**src/rtl/instruction_fetch.sv**
```systemverilog
// Fetch stage: holds the PC, reads instruction memory over a req/ack handshake,
// latches the returned word into the IR and offers it to decode with valid/ready.
// On retire the PC advances by 4 or is redirected by a j / jr from control.
module instruction_fetch #(
    parameter int                ADDR_W   = 32,
    parameter logic [ADDR_W-1:0] RESET_PC = '0
) (
    input  logic              clk,
    input  logic              reset,
    // instruction memory
    output logic              imem_req,
    output logic [ADDR_W-1:0] imem_addr,
    input  logic              imem_ack,
    input  logic [31:0]       imem_rdata,
    // decode handshake
    output logic              instr_valid,
    input  logic              instr_ready,
    // decoded fields
    output logic [5:0]        Opcode,
    output logic [5:0]        Function,
    output logic [4:0]        rs,
    output logic [4:0]        rt,
    output logic [4:0]        rd,
    output logic [15:0]       imm16,
    output logic [ADDR_W-1:0] pc_out,
    output logic [ADDR_W-1:0] pc_plus4,
    // redirect from control
    input  logic              jump_en,
    input  logic              jump_reg,
    input  logic [ADDR_W-1:0] jr_target,
    output logic              misalign
);

    localparam logic [ADDR_W-1:0] PC_STEP = ADDR_W'(4);

    typedef enum logic [1:0] {
        ST_IDLE,
        ST_REQ,
        ST_HOLD
    } state_t;

    state_t            state_q, state_d;
    logic [ADDR_W-1:0] pc_q, pc_d;
    logic [ADDR_W-1:0] pc_plus4_q;
    logic [31:0]       ir_q, ir_d;
    logic              req_q, valid_q;
    logic              misalign_q, misalign_d;
    logic [ADDR_W-1:0] pc_redirect;

    // Retire target: sequential, absolute j inside the current 256 MB region, or jr.
    always_comb begin
        // NOTE: every signal assigned in a combinational block gets a default
        // first, so no path leaves it unassigned and no latch is inferred.
        pc_redirect = pc_plus4_q;
        if (jump_en) begin
            if (jump_reg) begin
                pc_redirect = {jr_target[ADDR_W-1:2], 2'b00};
            end else begin
                pc_redirect = {pc_plus4_q[ADDR_W-1:28], ir_q[25:0], 2'b00};
            end
        end
    end

    // Next-state logic: fetch handshake in REQ, retire handshake in HOLD.
    always_comb begin
        state_d    = state_q;
        pc_d       = pc_q;
        ir_d       = ir_q;
        misalign_d = 1'b0;
        unique case (state_q)
            ST_IDLE: begin
                state_d = ST_REQ;
            end
            ST_REQ: begin
                if (imem_ack) begin
                    ir_d    = imem_rdata;
                    state_d = ST_HOLD;
                end
            end
            ST_HOLD: begin
                if (instr_ready) begin
                    pc_d       = pc_redirect;
                    state_d    = ST_REQ;
                    misalign_d = jump_en && jump_reg && (jr_target[1:0] != 2'b00);
                end
            end
            default: begin
                state_d = ST_IDLE;
            end
        endcase
    end

    // State and output registers; synchronous reset overrides any handshake.
    always_ff @(posedge clk) begin
        // NOTE: sequential state uses non-blocking assignments so every register
        // samples pre-edge values regardless of statement order.
        if (reset) begin
            state_q    <= ST_IDLE;
            pc_q       <= RESET_PC;
            pc_plus4_q <= RESET_PC + PC_STEP;
            ir_q       <= '0;
            req_q      <= 1'b0;
            valid_q    <= 1'b0;
            misalign_q <= 1'b0;
        end else begin
            state_q    <= state_d;
            pc_q       <= pc_d;
            pc_plus4_q <= pc_d + PC_STEP;
            ir_q       <= ir_d;
            req_q      <= (state_d == ST_REQ);
            valid_q    <= (state_d == ST_HOLD);
            misalign_q <= misalign_d;
        end
    end

    assign imem_req    = req_q;
    assign imem_addr   = pc_q;
    assign instr_valid = valid_q;
    assign misalign    = misalign_q;
    assign pc_out      = pc_q;
    assign pc_plus4    = pc_plus4_q;

    assign Opcode      = ir_q[31:26];
    assign rs          = ir_q[25:21];
    assign rt          = ir_q[20:16];
    assign rd          = ir_q[15:11];
    assign Function    = ir_q[5:0];
    assign imm16       = ir_q[15:0];

endmodule

```
**config.mk**
```make
export PLATFORM = sky130hd
export DESIGN_NAME = instruction_fetch
export DESIGN_NICKNAME = d
export VERILOG_FILES = /design/src/rtl/instruction_fetch.sv
export SDC_FILE = /design/constraint.sdc
export NUM_CORES = 1
export LEC_CHECK = 0
export ABC_AREA = 1
export CAP_MARGIN = 10
export CORE_ASPECT_RATIO = 0.6
export CORE_MARGIN = 2
export CORE_UTILIZATION = 37
export DETAILED_ROUTE_END_ITERATION = 10
export GPL_TIMING_DRIVEN = 0
export PLACE_DENSITY_LB_ADDON = 0.3
export SYNTH_ARGS = -nofsm -noshare
export SYNTH_HDL_FRONTEND = slang
export SYNTH_SLANG_ARGS = --single-unit
```
**constraint.sdc**
```tcl
create_clock -name clk -period 2.6 [get_ports clk]
set_input_delay 0.78 -clock clk [delete_from_list [all_inputs] [get_ports clk]]
set_output_delay 0.78 -clock clk [all_outputs]
set_load 0.05 [all_outputs]
```
==> results of run 1 <==
-- sequential cells by signal, indices dropped and copies added (netlist names) --
signal / count
imem_req: 1
ir_q: 32
pc_plus4: 30
state_q: 2
instr_valid: 1
misalign: 1
imem_addr: 30
-- power by group through the flow --
stage / Clock [mW] / Combinational, mW / Sequential [mW]
3_3_place_gp: 0 / 0.994 / 1.63
4_1_cts: 1.37 / 1.01 / 1.60
3_5_place_dp: 0 / 0.999 / 1.63
2_1_floorplan: 0 / 0.412 / 1.85
5_1_grt: 1.44 / 1.08 / 1.61
6_report: 1.36 / 1.01 / 1.60
-- stage by stage --
step	hold WS [ns]	TNS, ns	setup slack (ns)	cell area [sq um]
after global routing	0.509	-0.122	-0.0440	8290
after floorplan	0.565	0	0.0652	5600
after global placement	0.459	-11.95	-0.733	7880
after detailed placement	0.466	-13.47	-0.742	7880
after CTS	0.477	0	0.0222	8220
final	0.471	0	0.0536	8290
-- worst max-delay path, delay by kind of cell --
family                   cells  cell delay (ns)
AO/OA/AOI/OAI                1             0.06
adder cells (fa/ha/maj)      1             0.16
buffers and inverters        4             0.66
AND/OR/NAND/NOR             10             1.10
-- cells by family after synthesis --
group	share of synthesized area
flip-flops	0.348
AO/OA/AOI/OAI	0.0962
adder cells (fa/ha/maj)	0.00224
buffers and inverters	0.207
other	0.000672
XOR/XNOR	0.00628
AND/OR/NAND/NOR	0.340
-- routing by layer --
layer	routed length, um	track usage	up-vias
met5	0	0	-
met3	1600	0.0546	19
li1	-	-	3021
met2	7650	0.355	217
met4	177	0.0381	0
met1	9120	0.336	2617
-- final cells by class --
cell class,instances,area share
flip-flops and latches,97,0.234
clock buffers,11,0.0293
clock inverters,5,0.00664
plain buffers,79,0.0675
well taps,198,0.0299
repair buffers,209,0.250
multi-input cells,539,0.308
inverters,162,0.0741
-- cells in the mapped netlist (3+ instances only) --
cell | n | area [sq um]
clkbuf_1 | 15 | 56.3
o21ai_0 | 41 | 205
a21oi_2 | 3 | 26.3
nand2_1 | 200 | 751
dfxtp_1 | 97 | 1940
xor2_1 | 4 | 35.0
buf_6 | 7 | 78.8
buf_2 | 5 | 25.0
o21ai_1 | 3 | 15.0
inv_1 | 150 | 563
inv_2 | 11 | 41.3
nand3_1 | 50 | 250
a21oi_1 | 42 | 210
nor3_1 | 3 | 15.0
nand2_2 | 13 | 81.3
nor2_4 | 6 | 67.6
nor2_2 | 15 | 93.8
nand4_1 | 5 | 31.3
nor2_1 | 130 | 488
buf_4 | 50 | 375
nand2_4 | 3 | 33.8
-- what timing repair did --
action | 4_1_cts | 5_1_grt
gates resized for setup | 5 | 16
gates cloned | 0 | 0
pin swaps | 2 | 2
buffers inserted | 4 | 2
setup endpoints to repair | 17 | 13
-- path summary, 6_finish.rpt --
path / endpoint / start / slack (ns) / cells after the start
max: pc_plus4[24] / instr_ready / 0.05 / 16
max reg2reg: pc_plus4[24] / state_q[1] / 0.27 / 15
min: ir_q[6] / ir_q[6] / 0.47 / 2
min reg2reg: ir_q[6] / ir_q[6] / 0.47 / 2
==> impl_results.md, run 1 <==
* Status: finished clean
* Worst-Skew Late Latency at 0.34 ns
* Number of diodes at 0
* Htree depth at 3
* Clk sinks at 97
* WS Path Type: in -> reg
* Layout cells sized above 1 at 0.141
* Core Box Area at 14,600 sq um
* Drt initial violations at 418
* # IOs at 212
* Die height at 99.1 um
* CP cell instances: dlygate4sd2_1 -> nand3_4 -> buf_8 -> nand2_1 -> nand2_1 -> inv_1 -> ha_1 -> inv_1 -> nor2_4 -> nand2_4 -> nor2_4 -> nand2_4 -> nor2_8 -> nand3_1 -> nand2_1 -> o21ai_1
* Min cycle time layout at 2.55 ns
* Part of the power in registers at 0.403
* Mapped Cells at 872
* RSZ-0062 raised after global routing: true
* Sequential cell area at 1940 sq um
* Fill cells at 1,454
* Placed Cells incl. Taps at 1,278
* Power per cell area at 478 nW/um^2
* Grt ovf at 0
* Sw power at 1.27 mW
* Yosys reg bits at 97
* Total Power at 3.96 mW
* Hold Vio Cnt, Final at 0
* Combinational share of power at 0.254
* Period utilization at 0.979
* VDD IR max at 0.000295 V
* Worst EP required at 2.83 ns
* Num rows at 34
* PortBufs at 203
* Nets@finish at 1,168
* Worst path slowest cell: dlygate4sd2_1
* Via count at 5,874
* Asr flop ratio synth at 0
* Sequential fraction of the synthesis area at 0.348
* Clk network pwr share at 0.342
* Most used cell along the critical path: nand2_1
* Slew HR at 0.564
* Num CTS Buffers at 9
* CTS root buffer: clkbuf_16
* Worst Hold Class: reg -> reg
* Most frequent cells in the layout: clkdlybuf4s50_1, nand2_1, inv_1
* Hold_buf cts at 0
* Yosys cell types at 36
* Ys flop type: dfxtp_1
* Layout area overhead at 48.6%
* Worst-path clk slew at 0.07 ns
* Router iterations before antenna repair at 5
* Multi-input logic area at 2550 sq um
* Initial antenna violation count at 0
* Worst-Margin Slew at 0.654 ns
* Switch share at 0.321
* Ys Warns at 0
* Layout Skew at 0.00592 ns
* Max clock buf depth at 2
* Dpl hpwl at 14.9 mm
* P_int at 2.69 mW
* Initial core utilization at 0.382
* Drt wl/cell at 14.3 um
* Post-route insts no fill at 1,300
* Residual DRC at 0
* Worst path max stage delay at 0.26 ns
* Critical Path Sink Type: flip-flop
* GRT Resource Usage Total at 0.231
* Max-slew violation count at 0
* Global-route wire length before repair at 28.8 mm
* Syn Area/Cell at 6.40 sq um
* GP Congestion at 0.945
* Endpoints failing setup at 0
* DR vias/cell at 4.52
* Largest net degree at the start of global routing at 16
* P_leak at 3.68 nW
* Final Core Density at 0.568
* DRT antenna net count at 0
* Commonest non-fill, non-tap cell in the layout: clkdlybuf4s50_1
* Number of flops mapped to enable cells by yosys at 0
* Die area at 16,100 sq um
* Total Wirelength at 18.5 mm
* Mapped Area at 5580 sq um
* CP max FO at 10
* Die width at 163 um
* Max Cap Viol at 0
* Fmax at 393 MHz
* Startpoint types: input pin
* Arrival time at the worst endpoint at 2.78 ns
* TritonCTS clock tree: yes
* Number of global-route vias before repair at 5,430
Note: power is estimated with default switching activity, not from simulation.
==> run 2: changes to the inputs <==
Settings changed: CTS_CLUSTER_DIAMETER set to 30.
==> results of run 2 <==
Same layout as run 1: the final DEF is identical, and so are final timing and power.
==> run 3: changes to the inputs <==
Settings changed: SLEW_MARGIN set to 20.
==> results of run 3 <==
Same layout as run 1: the final DEF is identical, and so are final timing and power.
